`src/rtl/if_id_buf.sv`:
```
// if_id_buf: fetch-to-decode FIFO holding {pc, inst} pairs with valid/ready handshake and flush.
// Define IFID_MISALIGN_CHK_EN to store a per-entry PC misalignment flag presented on misalign_o.
module if_id_buf #(
  parameter int XLEN = 32,
  parameter int DEPTH = 2,
  parameter logic [XLEN-1:0] NOP_INST = 32'h00000013
) (
  input  logic                       clk_i,
  input  logic                       rst_n_i,
  input  logic [XLEN-1:0]            pc_i,
  input  logic [XLEN-1:0]            inst_i,
  input  logic                       valid_i,
  output logic                       ready_o,
  input  logic                       flush_i,
  output logic [XLEN-1:0]            pc_o,
  output logic [XLEN-1:0]            inst_o,
  output logic                       valid_o,
  input  logic                       ready_i,
  output logic [$clog2(DEPTH):0]     count_o,
  output logic                       misalign_o
);
  localparam int AW = $clog2(DEPTH);
  localparam int CW = AW + 1;
  logic [XLEN-1:0] pc_mem [DEPTH];
  logic [XLEN-1:0] inst_mem [DEPTH];
  logic [AW-1:0] rd_ptr, wr_ptr;
  logic [CW-1:0] count;
  logic push, pop;
  assign ready_o = count != CW'(DEPTH);
  assign valid_o = count != '0;
  assign count_o = count;
  assign push = valid_i && ready_o && !flush_i;
  assign pop = valid_o && ready_i && !flush_i;
  assign pc_o = valid_o ? pc_mem[rd_ptr] : '0;
  assign inst_o = valid_o ? inst_mem[rd_ptr] : NOP_INST;
  always_ff @(posedge clk_i or negedge rst_n_i) begin
    if (!rst_n_i) begin
      rd_ptr <= '0;
      wr_ptr <= '0;
      count <= '0;
    end else if (flush_i) begin
      rd_ptr <= '0;
      wr_ptr <= '0;
      count <= '0;
    end else begin
      if (push) wr_ptr <= wr_ptr + AW'(1);
      if (pop) rd_ptr <= rd_ptr + AW'(1);
      count <= (push && !pop) ? count + CW'(1) : (pop && !push) ? count - CW'(1) : count;
    end
  end
  // Entry storage is deliberately left unreset; valid_o masks stale contents.
  always_ff @(posedge clk_i) begin
    if (push) begin
      pc_mem[wr_ptr] <= pc_i;
      inst_mem[wr_ptr] <= inst_i;
    end
  end
`ifdef IFID_MISALIGN_CHK_EN
  logic mis_mem [DEPTH];
  always_ff @(posedge clk_i) begin
    if (push) mis_mem[wr_ptr] <= pc_i[1:0] != 2'b00;
  end
  assign misalign_o = valid_o && mis_mem[rd_ptr];
`else
  assign misalign_o = 1'b0;
`endif
endmodule

```
`config.mk`:
```
export PLATFORM = sky130hd
export DESIGN_NAME = if_id_buf
export DESIGN_NICKNAME = d
export VERILOG_FILES = /design/src/rtl/if_id_buf.sv
export SDC_FILE = /design/constraint.sdc
export NUM_CORES = 1
export LEC_CHECK = 0
export ABC_AREA = 1
export ABC_CLOCK_PERIOD_IN_PS = 9500
export BUFFER_PORTS_ARGS = -buffer_cell sky130_fd_sc_hd__buf_2
export CORE_MARGIN = 4
export CORE_UTILIZATION = 45
export DETAILED_ROUTE_END_ITERATION = 10
export GPL_TIMING_DRIVEN = 0
export PLACE_DENSITY = 0.73
export SYNTH_ARGS = -nofsm -noshare
export SYNTH_HDL_FRONTEND = slang
export SYNTH_SLANG_ARGS = --single-unit
```
`constraint.sdc`:
```
create_clock -name clk_i -period 9.5 [get_ports clk_i]
set_clock_uncertainty 0.15 [all_clocks]
set_input_delay 0 -clock clk_i [delete_from_list [all_inputs] [get_ports clk_i]]
set_output_delay 0 -clock clk_i [all_outputs]
set_load 0.01 [all_outputs]
```
; Word level (Yosys, flattened, before mapping)
; Memory sizes are Yosys's and may differ from the RTL's.
; Index checks and enable logic that the tools add are counted.
[word_totals]
register_bits = 4
ramBits = 128
input_bits = 69
out_inout_bits = 69
word_cells = 34
n_memories = 2
[mem_list]
columns = name, depth, width, rd, rd_clocked_by_memory_dff, write_ports, line
row1 = inst_mem, 2, 32, 1, 0, 1, 25  ; logic [XLEN-1:0] inst_mem [DEPTH];
row2 = pc_mem, 2, 32, 1, 0, 1, 24  ; logic [XLEN-1:0] pc_mem [DEPTH];
[op_classes]
add_sub_neg = 4
n_eq_ne = 1
mux = 11
reduce_logical = 13
[ops]
columns = cell, count
row1 = $mux 32, 2
row2 = $logic_and 1x1->1, 6
row3 = $mux 1, 6
row4 = $mux 2, 3
row5 = $reduce_bool 2->1, 3
row6 = $logic_not 1->1, 3
row7 = $reduce_bool 3->1, 1
row8 = $add 1x1->1 const B, 2
row9 = $add 2x1->2 const B, 1
row10 = $ne 2x2->1 const B, 1
row11 = $sub 2x1->2 const B, 1

; Logic depth before layout (Yosys ltp)
; Gate-level depths: netlist (run 1).
[logic_depth]
ltp_word = 8
mapped_depth = 9
depth_no_buf = 9

; Worst setup path before layout (run 1)
; OpenSTA, ideal clock, no wires.
[synth_timing]
kind = register to register
start = reg count[0] (netlist: count_o[0])
end = mem inst_mem[0][0], enable pin
setup_time_ps = 486
t_arrival_ps = 3427
required_ps = 8864
setup_slack_ps = 5436
stages_incl_launch_ff = 5
n_path_buf = 0
period_less_slack_ps = 4064
path_cell_list = dfrtp_1 -> inv_2 -> nand2_2 -> nand3_1 -> nor2_1
[synth_via]
elab_chain_cells = 5
[synth_lines]
columns = item, line
row1 = "start, declared", 27  ; logic [CW-1:0] count;
row2 = "start signal, assigned", 48  ; count <= (push && !pop) ? count + CW'(1) : (pop && !push) ? count - CW'(1) : count;
row3 = $ne 2x2->1, 29  ; assign ready_o = count != CW'(DEPTH);
row4 = via ready_o, 13  ; output logic ready_o,
row5 = $logic_and 1x1->1 (2 in series), 32  ; assign push = valid_i && ready_o && !flush_i;
row6 = $mux 1, 53  ; if (push) begin
row7 = $mux 1 (implied by the code), 55  ; inst_mem[wr_ptr] <= inst_i;
row8 = "end, declared", 25
; The timed path passes the listed nets, and every way through them passes these cells.

; Worst setup path after layout (run 1)
[layout_timing]
start = reg count[1] (netlist: count_o[1])
end = reg count[1] (netlist: count_o[1])
[layout_via]
elab_chain_cells = 7
word_cells_on_any_way = 16
classes_between = 2 x add/sub / 1 x eq/ne / 3 x mux / 10 x reduce/logical
[layout_lines]
columns = item
row1 = "parallel branches: the longest is 7 deep, another holds $sub 2x1->2"
; Parallel ways; which one is timed is not known. The select of a mux whose other input is x is not followed.
; A chain may end at the register's enable or synchronous reset.

==> results.sh, run 1 <==
export IMPL_clk_latency_ns=0.50
export IMPL_ctsRootBufferMaster="clkbuf_8"
export IMPL_drtIter0Drc=224
export IMPL_startpoint_type="flip-flop"
export IMPL_final_layout_size_suffix_gt1_share_pct=31.64
export IMPL_viasPerCell=4.935
export IMPL_path_clk_slew_ns=0.06
export IMPL_n_antenna_cell=0
export IMPL_regArea_mm2=0.003944
export IMPL_cts_buffer_depth=2
export IMPL_path_common_cell="dlygate4sd3_1"
export IMPL_antenna_found_initial=0
export IMPL_status="complete, no violations"
export IMPL_hold_path_class="primary input to flip-flop"
export IMPL_num_rows=38
export IMPL_hpwl_um=7360
export IMPL_pwr_share_seq_pct=43.1
export IMPL_finalHoldViolations=0
export IMPL_worstSetupPathType="flip-flop to flip-flop"
export IMPL_grt_max_degree=32
export IMPL_grt_pass1_wl_um=19420
export IMPL_fin_area_mm2=0.007257
export IMPL_synth_cell_area_mm2=0.005026
export IMPL_ir_worst_vdd_mv=0.1256
export IMPL_worst_slew_pin_slew_ns=0.6715
export IMPL_htreeDepth=4
export IMPL_fmax_mhz=322.3
export IMPL_synth_area_leaders="edfxtp_1 76%, nand2_1 11%, a21oi_1 6.3%"
export IMPL_yosysTopAreaCell="edfxtp_1"
export IMPL_cp_num_buf_inv=3
export IMPL_ys_ff_latch=132
export IMPL_gr_total_overflow=0
export IMPL_via_count=3795
export IMPL_r2r_start="count_o[1]"
export IMPL_yosysTopAreaCellShare_pct=76.47
export IMPL_antenna_left=0
export IMPL_finalCriticalPeriod_ns=3.102
export IMPL_wl_per_cell_um=15.75
export IMPL_dp_cells=663
export IMPL_cp_startpoint="count_o[1]"
export IMPL_p_comb_share_pct=20.9
export IMPL_p_sw_share_pct=28.24
export IMPL_p_int_uw=1150
export IMPL_postCtsSetupRepairBufs=0
export IMPL_endpoint_kind="flip-flop"
export IMPL_syn_nets=452
export IMPL_crit_cells=8
export IMPL_arrival_ns=3.38
export IMPL_dieWidth_um=113.7
export IMPL_stdcell_count=769
export IMPL_cts_tree="done"
export IMPL_ys_types=17
export IMPL_ys_flop_type="edfxtp_1"
export IMPL_slew_headroom_pct=55.07
export IMPL_gp_congestion=0.7955
export IMPL_synthTopCellsByCount="142 x nand2_1, 128 x edfxtp_1, 63 x a21oi_1, 18 x buf_2"
export IMPL_core_area_mm2=0.01089
export IMPL_cp_endpoint="count_o[1]"
export IMPL_async_flop_share_pct=3.030
export IMPL_cpPeakStageDelay_ns=0.60
export IMPL_cp_max_fo=7
export IMPL_die_height_um=113.7
export IMPL_multi_input_area_um2=965.9
export IMPL_io_pins=138
export IMPL_drv_cap=0
export IMPL_finalNetCount=685
export IMPL_path_delay_family="buffers and inverters"
export IMPL_synth_edf_count=128
export IMPL_wl_um=12120
export IMPL_worstPathRequired_ns=9.78
export IMPL_start_util_pct=46.16
export IMPL_fin_crit_sh_pct=32.66
export IMPL_fin_tns_setup_ns=0
export IMPL_yosysWarnings=0
export IMPL_reg2reg_depth=8
export IMPL_worstReg2RegEnd="count_o[1]"
export IMPL_ctsResizeCount=0
export IMPL_ff2ff_setup_slack_ns=6.40
export IMPL_p_leak_uw=0.003000
export IMPL_fill_cells=775
export IMPL_path_cells="a21oi_1, nand3_1, a21oi_2, dlygate4sd3_1, nand2_1, dlygate4sd3_1, nand2_1, dlygate4sd3_1"
export IMPL_post_dp_cell_area_mm2=0.005984
export IMPL_rsz0062_at_grt="false"
export IMPL_numPortBuffers=136
export IMPL_grt_pass1_vias=4097
export IMPL_slowest_stage="dlygate4sd3_1"
export IMPL_pwr_density_cell_mw_per_mm2=220.9
export IMPL_cts_buffers=17
export IMPL_ys_seq_area_share_pct=78.47
export IMPL_firstDrtPassIters=4
export IMPL_track_usage_pct=19.37
export IMPL_drcViolationCount=0
export IMPL_areaGrowthSynthToFinish_pct=44.39
export IMPL_syn_avg_cell_area_um2=13.12
export IMPL_synth_cells=383
export IMPL_finalSetupViolations=0
export IMPL_post_synth_top_count_cell="nand2_1"
export IMPL_power_switching_uw=452.7
export IMPL_slew_viol_final=0
export IMPL_p_clk_share_pct=36.0
export IMPL_cts_sinks=132
export IMPL_fp_dieArea_mm2=0.01292
==> power by group through the flow <==
stage,registers (µW),clock network [µW],logic (µW)
after global routing,693,617,371
after detailed placement,702,0,307
final,690,577,335
after global placement,706,0,294
after CTS,690,588,334
after floorplan,704,0,169
==> state kept, by name, indices dropped and copies added (netlist names) <==
signal,cells
rd_ptr,1
wr_ptr,1
inst_mem,64
count_o,2
pc_mem,64
==> kinds of logic after synthesis <==
group	count (synthesis)	synth area share, %
buffers and inverters	28	2.614
AOI/OAI and AO/OA	66	6.672
and+or+nand+nor	156	12.17
DFF	132	78.47
other	1	0.07461
==> layer usage <==
layer	track usage, %	vias to the layer above	wire (µm)
li1	-	1809	-
met1	21.41	1831	4824
met2	35.89	139	6398
met3	4.987	16	737
met4	6.811	0	155
met5	0	-	0
==> area by class of cell <==
type / instances / area share (%)
buffer: 21 / 1.448
tap: 140 / 2.414
clock inverter: 14 / 1.569
clock buffer: 18 / 5.759
inverter: 7 / 0.3621
timing repair buffer: 214 / 20.79
multi-input combinational: 223 / 13.31
sequential: 132 / 54.34
==> placed cells by master, fill, tap and decap left out <==
cell	netlist	routed
a21oi_1	63	63
a21oi_2	1	1
buf_12	0	3
buf_16	0	1
buf_2	18	154
buf_4	1	1
bufinv_16	0	1
clkbuf_1	2	3
clkbuf_16	0	16
clkbuf_8	0	1
clkinv_1	0	1
clkinv_2	0	6
clkinv_4	0	3
clkinvlp_4	0	2
conb_1	1	1
dfrtp_1	4	4
dlygate4sd3_1	0	74
edfxtp_1	128	128
inv_1	4	4
inv_2	3	3
inv_6	0	1
nand2_1	142	142
nand2_2	2	2
nand2_4	2	2
nand3_1	5	5
nor2_1	5	3
nor2_4	0	2
o21ai_0	1	1
o22ai_1	1	1
==> through the flow <==
step	worst slack, ns	hold WS [ns]	util [%]	power, µW
floorplan	5.436	-0.4456	-	873.0
global placement	4.019	-0.3345	54.02	1000
detailed placement	7.524	-0.3343	54.96	1009
CTS	6.567	0.04027	66.65	1613
global route	6.312	0.04276	66.65	1681
finish	6.398	0.06748	66.65	1603
==> worst min-delay path by stage <==
| stage | from | end | depth (start not counted) |
|---|---|---|---|
| 2_1_floorplan | rst_n_i | count_o[0] | 0 |
| 3_3_place_gp | rst_n_i | count_o[0] | 1 |
| 3_5_place_dp | rst_n_i | count_o[0] | 1 |
| 4_1_cts | inst_i[19] | inst_mem[0][19] | 2 |
| 5_1_grt | inst_i[8] | inst_mem[0][8] | 2 |
| 6_report | inst_i[8] | inst_mem[0][8] | 2 |
==> what timing repair did <==
action / in CTS / in global routing
hold buffers: 74 / 0
hold endpoints to repair: 157 / 0
setup endpoints to repair: 0 / 0
(Power assumes the default switching activity.)
==> inputs of run 2 (changes only) <==
- ABC_CLOCK_PERIOD_IN_PS: 9500 -> 2770
- PLACE_DENSITY: 0.73 -> 0.76
- clock period: 9.5 -> 2.77 ns (I/O delays scaled with it)
==> run 2 against run 1 <==
- setup slack got worse by 6.1 ns
- highest routed layer unchanged
- first-iteration DRC count decreased by 1.8%
- total power increased to 3.6 times the previous value
- critical path type unchanged
- register-to-register slack got worse by 6.1 ns
- cell area increased by 0.84%
- critical endpoint unchanged
==> results.sh, run 2 (synthesis gave the netlist of run 1 again) <==
export IMPL_antenna_found_initial=0
export IMPL_finalSetupViolations=0
export IMPL_wl_per_cell_um=15.62
export IMPL_core_area_mm2=0.01089
export IMPL_gr_total_overflow=0
export IMPL_fp_dieArea_mm2=0.01292
export IMPL_ctsRootBufferMaster="clkbuf_8"
export IMPL_min_from="pc_i[16]"
export IMPL_antenna_left=0
export IMPL_num_rows=38
export IMPL_dieWidth_um=113.7
export IMPL_finalCriticalPeriod_ns=2.510
export IMPL_cts_buffer_depth=2
export IMPL_hold_path_class="primary input to flip-flop"
export IMPL_finalHoldViolations=0
export IMPL_path_clk_slew_ns=0.06
export IMPL_areaGrowthSynthToFinish_pct=45.61
export IMPL_numPortBuffers=136
export IMPL_p_sw_share_pct=26.17
export IMPL_ir_worst_vdd_mv=0.4939
export IMPL_grt_pass1_vias=4004
export IMPL_worstPathRequired_ns=3.06
export IMPL_cts_sinks=132
export IMPL_start_util_pct=46.16
export IMPL_whs_ns=0.06269
export IMPL_cts_buffers=17
export IMPL_n_antenna_cell=0
export IMPL_fin_crit_sh_pct=90.60
export IMPL_layout_commonest_cell="buf_2"
export IMPL_io_pins=138
export IMPL_via_count=3786
export IMPL_cts_tree="done"
export IMPL_fmax_mhz=398.5
export IMPL_startpoint_type="flip-flop"
export IMPL_p_clk_share_pct=39.7
export IMPL_status="complete, no violations"
export IMPL_worstSetupPathType="flip-flop to flip-flop"
export IMPL_p_comb_share_pct=19.6
export IMPL_slew_headroom_pct=60.71
export IMPL_ctsResizeCount=0
export IMPL_setup_ws_ns=0.2603
export IMPL_worst_slew_pin_slew_ns=0.5871
export IMPL_finalNetCount=684
export IMPL_viasPerCell=4.930
export IMPL_final_layout_size_suffix_gt1_share_pct=30.89
export IMPL_grt_max_degree=33
export IMPL_drcViolationCount=0
export IMPL_most_common_layout_cells="154 x buf_2, 142 x nand2_1, 128 x edfxtp_1, 73 x dlygate4sd3_1, 63 x a21oi_1"
export IMPL_wl_um=11990
export IMPL_rsz0062_at_grt="false"
export IMPL_r2r_start="count_o[1]"
export IMPL_post_route_util_pct=67.21
export IMPL_fin_tns_setup_ns=0
export IMPL_power_switching_uw=1523
export IMPL_fill_cells=768
export IMPL_arrival_ns=2.80
export IMPL_endpoint_kind="flip-flop"
export IMPL_track_usage_pct=19.07
export IMPL_pwr_density_cell_mw_per_mm2=795.4
export IMPL_cp_max_fo=7
export IMPL_grt_pass1_wl_um=18960
export IMPL_firstDrtPassIters=5
export IMPL_clk_latency_ns=0.50
export IMPL_slew_viol_final=0
export IMPL_htreeDepth=4
export IMPL_drv_cap=0
export IMPL_cp_startpoint="count_o[1]"
export IMPL_dp_slack_ns=1.017
export IMPL_hpwl_um=7236
export IMPL_p_int_uw=4298
export IMPL_gp_congestion=0.7724
export IMPL_die_height_um=113.7
export IMPL_pwr_share_seq_pct=40.7
export IMPL_drtIter0Drc=220
export IMPL_p_leak_uw=0.003017
-- run 2: worst max-delay path, cell delays in order (launching register included) --
cell           delay, ns
dfrtp_1             0.47
inv_2               0.11
nand2_4             0.08
nand2_4             0.08
nand3_1             0.13
a21oi_2             0.17
dlygate4sd3_1       0.59
nand2_1             0.06
dlygate4sd3_1       0.55
nand2_1             0.06
-- run 2: final cells by class --
class / instances / area [µm²] / area share, %
Sequential cell: 132 / 3944 / 53.89
Timing Repair Buffer: 213 / 1491 / 20.38
Multi-Input combinational cell: 223 / 965.9 / 13.20
Clock buffer: 20 / 425.4 / 5.813
Clock inverter: 12 / 185.2 / 2.530
Tap cell: 140 / 175.2 / 2.394
Buffer: 21 / 105.1 / 1.436
Inverter: 7 / 26.28 / 0.3590
-- run 2: timing repair --
item / CTS / global route
endpoints found under the hold margin: 136 / 0
buffers inserted: 0 / 0
hold buffers: 73 / 0
-- run 2: power by group through the flow --
stage	Combinational, µW	Sequential, µW	Clock (µW)
after floorplan	585	2410	0
after detailed placement	1050	2410	0
after global placement	1010	2410	0
after CTS	1140	2370	2340
final	1140	2370	2310
after global routing	1260	2370	2450
-- run 2: per-layer routing --
metal	part of all wire (%)	GRT usage [%]	vias up
li1	-	-	1809
met1	40	22.10	1798
met2	51	33.88	150
met3	6.7	4.456	29
met4	2.6	8.013	0
met5	0	0	-
-- run 2: through the flow --
stage               power, µW  cells  instance area [µm²]
global placement         3419    659                 5897
finish                   5821    768                 7318
floorplan                2990    383                 5041
global route             6080    768                 7318
detailed placement       3455    663                 5977
CTS                      5838    768                 7318
-- run 2: final timing paths --
check                                end  slack (ns)  cells after the start
max in group asynchronous         rd_ptr        1.99                      3
min reg2reg                       wr_ptr        0.41                      1
max                           count_o[1]        0.26                      9
min in group asynchronous         wr_ptr        0.29                      3
max reg2reg                   count_o[1]        0.26                      9
min                        pc_mem[0][16]        0.06                      2
==> inputs of run 3 (changes only) <==
==> constraint.sdc (replaced) <==
create_clock -name clk_i -period 2.77 [get_ports clk_i]
set_clock_uncertainty 0.15 [all_clocks]
set_input_delay 0.831 -clock clk_i [delete_from_list [all_inputs] [get_ports clk_i]]
set_output_delay 0.831 -clock clk_i [all_outputs]
set_load 0.01 [all_outputs]
==> run 3 against run 2 <==
- critical path depth shrank 4
- non-clock buffer count shrank 70
- global-route usage shrank 2.4 points
- cell count shrank 9.1%
- register-to-register slack gained 0.81 ns
- sequential share of layout area grew 4.9 points
- first-iteration DRC count shrank 0.91%
- setup slack lost 0.17 ns
- combinational power is essentially flat
- via count shrank 10%
==> results.sh, run 3 (synthesis gave the netlist of run 1 again) <==
export IMPL_status="complete, no violations"
export IMPL_fill_cells=859
export IMPL_cts_sinks=132
export IMPL_io_pins=138
export IMPL_pwr_density_cell_mw_per_mm2=864.0
export IMPL_finalNetCount=614
export IMPL_ff2ff_setup_slack_ns=1.07
export IMPL_finalCriticalPeriod_ns=2.680
export IMPL_fin_crit_sh_pct=96.75
export IMPL_areaGrowthSynthToFinish_pct=33.61
export IMPL_via_count=3404
export IMPL_fp_dieArea_mm2=0.01292
export IMPL_r2r_start="count_o[0]"
export IMPL_cts_tree="done"
export IMPL_fmax_mhz=373.1
export IMPL_dieWidth_um=113.7
export IMPL_finalHoldViolations=0
export IMPL_grt_pass1_vias=3490
export IMPL_startpoint_type="flip-flop"
export IMPL_ctsRootBufferMaster="clkbuf_8"
export IMPL_hold_path_class="primary input to flip-flop"
export IMPL_slowest_stage="dfrtp_1"
export IMPL_n_antenna_cell=0
export IMPL_grtUsageMet3_pct=4.085
export IMPL_met2_usage_pct=27.52
export IMPL_gr_total_overflow=0
export IMPL_path_delay_family="buffers and inverters"
export IMPL_final_layout_size_suffix_gt1_share_pct=36.20
export IMPL_ir_worst_vdd_mv=0.4747
export IMPL_finalSetupViolations=0
export IMPL_post_dp_cell_area_mm2=0.005977
export IMPL_worstReg2RegEnd="pc_mem[0][27]"
export IMPL_multi_input_area_um2=980.9
export IMPL_most_common_layout_cells="142 x nand2_1, 136 x buf_2, 128 x edfxtp_1, 61 x a21oi_1, 16 x clkbuf_16"
export IMPL_path_common_cell="clkbuf_4"
export IMPL_numPortBuffers=136
export IMPL_hpwl_um=7236
export IMPL_gp_congestion=0.7724
export IMPL_htreeDepth=4
export IMPL_worstPathRequired_ns=1.79
export IMPL_grt_max_degree=33
export IMPL_min_path_cells=1
export IMPL_drcViolationCount=0
export IMPL_antenna_left=0
export IMPL_firstDrtPassIters=4
export IMPL_num_rows=38
export IMPL_cp_max_fo=10
export IMPL_track_usage_pct=16.66
export IMPL_fin_area_mm2=0.006715
export IMPL_rsz0062_at_grt="true"
export IMPL_path_cells="clkbuf_4, clkbuf_4, nand2_1, a21oi_1, buf_2"
export IMPL_start_util_pct=46.16
export IMPL_min_to="inst_mem[1][11]"
export IMPL_cpPeakStageDelay_ns=0.34
export IMPL_cp_num_buf_inv=3
export IMPL_p_leak_uw=0.002766
export IMPL_path_clk_slew_ns=0.06
export IMPL_grt_pass1_wl_um=16550
export IMPL_clk_latency_ns=0.50
export IMPL_die_height_um=113.7
export IMPL_viasPerCell=4.877
export IMPL_busiest_layer="met2"
export IMPL_core_area_mm2=0.01089
export IMPL_min_from="inst_i[11]"
export IMPL_cts_buffers=17
export IMPL_slew_viol_final=0
export IMPL_gr_usage_met1_pct=21.14
export IMPL_endpoint_kind="output pin"
export IMPL_worstSetupPathType="flip-flop to output pin"
export IMPL_wl_per_cell_um=15.20
export IMPL_wl_um=10610
export IMPL_antenna_found_initial=0
export IMPL_layout_commonest_cell="nand2_1"
export IMPL_fin_tns_setup_ns=0
export IMPL_regArea_mm2=0.003945
export IMPL_arrival_ns=1.70
export IMPL_reg2reg_depth=5
export IMPL_drtIter0Drc=218
export IMPL_drv_cap=0
export IMPL_cts_buffer_depth=2
run 3: cell count changes in the layout (fill, tap and decap cells not counted), sizes merged:
cell,previous run,this run
dlygate4sd3,73,1
clkbuf,22,24
run 3: how the worst max path moves through the flow:
stage          startpoint              to  slack (ns)  depth (start not counted)
5_1_grt            rd_ptr         pc_o[3]       -0.02                          5
3_3_place_gp      flush_i  inst_mem[0][5]       -0.52                          4
4_1_cts            rd_ptr       inst_o[8]       -0.03                          5
3_5_place_dp   count_o[1]         pc_o[1]        0.19                          4
6_report           rd_ptr        pc_o[23]        0.09                          5
2_1_floorplan     flush_i  inst_mem[0][0]        0.15                          3
run 3: cell type report:
| cell class | instances | share of cell area [%] |
|---|---|---|
| Inverter | 7 | 0.3913 |
| Buffer | 21 | 2.664 |
| Timing Repair Buffer | 143 | 11.89 |
| Sequential cell | 132 | 58.75 |
| Tap cell | 140 | 2.609 |
| Clock buffer | 20 | 6.335 |
| Multi-Input combinational cell | 223 | 14.61 |
| Clock inverter | 12 | 2.758 |
run 3: per-stage QoR:
stage	hold WS [ns]	worst slack [ns]	power [µW]	instances	util (%)
finish	0.3630	0.08990	5802	698	61.68
global route	0.3405	-0.01713	6068	698	61.68
CTS	0.3409	-0.02870	5771	696	60.81
detailed placement	0.4001	0.1860	3455	663	54.90
global placement	0.3810	-0.5185	3419	659	54.16
floorplan	0.3690	0.1526	2990	383	-
run 3: what timing repair did:
action	CTS	global route
endpoints found under the hold margin	4	0
pin swaps	0	1
setup buffers	0	2
hold buffers	1	0
resized for setup	9	34
setup endpoints to repair	61	62
run 3: power breakdown:
part | internal (µW) | switching (µW) | leakage, µW
Sequential | 2330 | 41.5 | 0.00122
Combinational | 439 | 691 | 0.00125
Clock | 1540 | 764 | 0.000289
run 3: routing by layer:
metal	part of all wire (%)	vias up
li1	-	1663
met1	41	1626
met2	51	106
met3	6.7	9
met4	0.93	0
met5	0	-
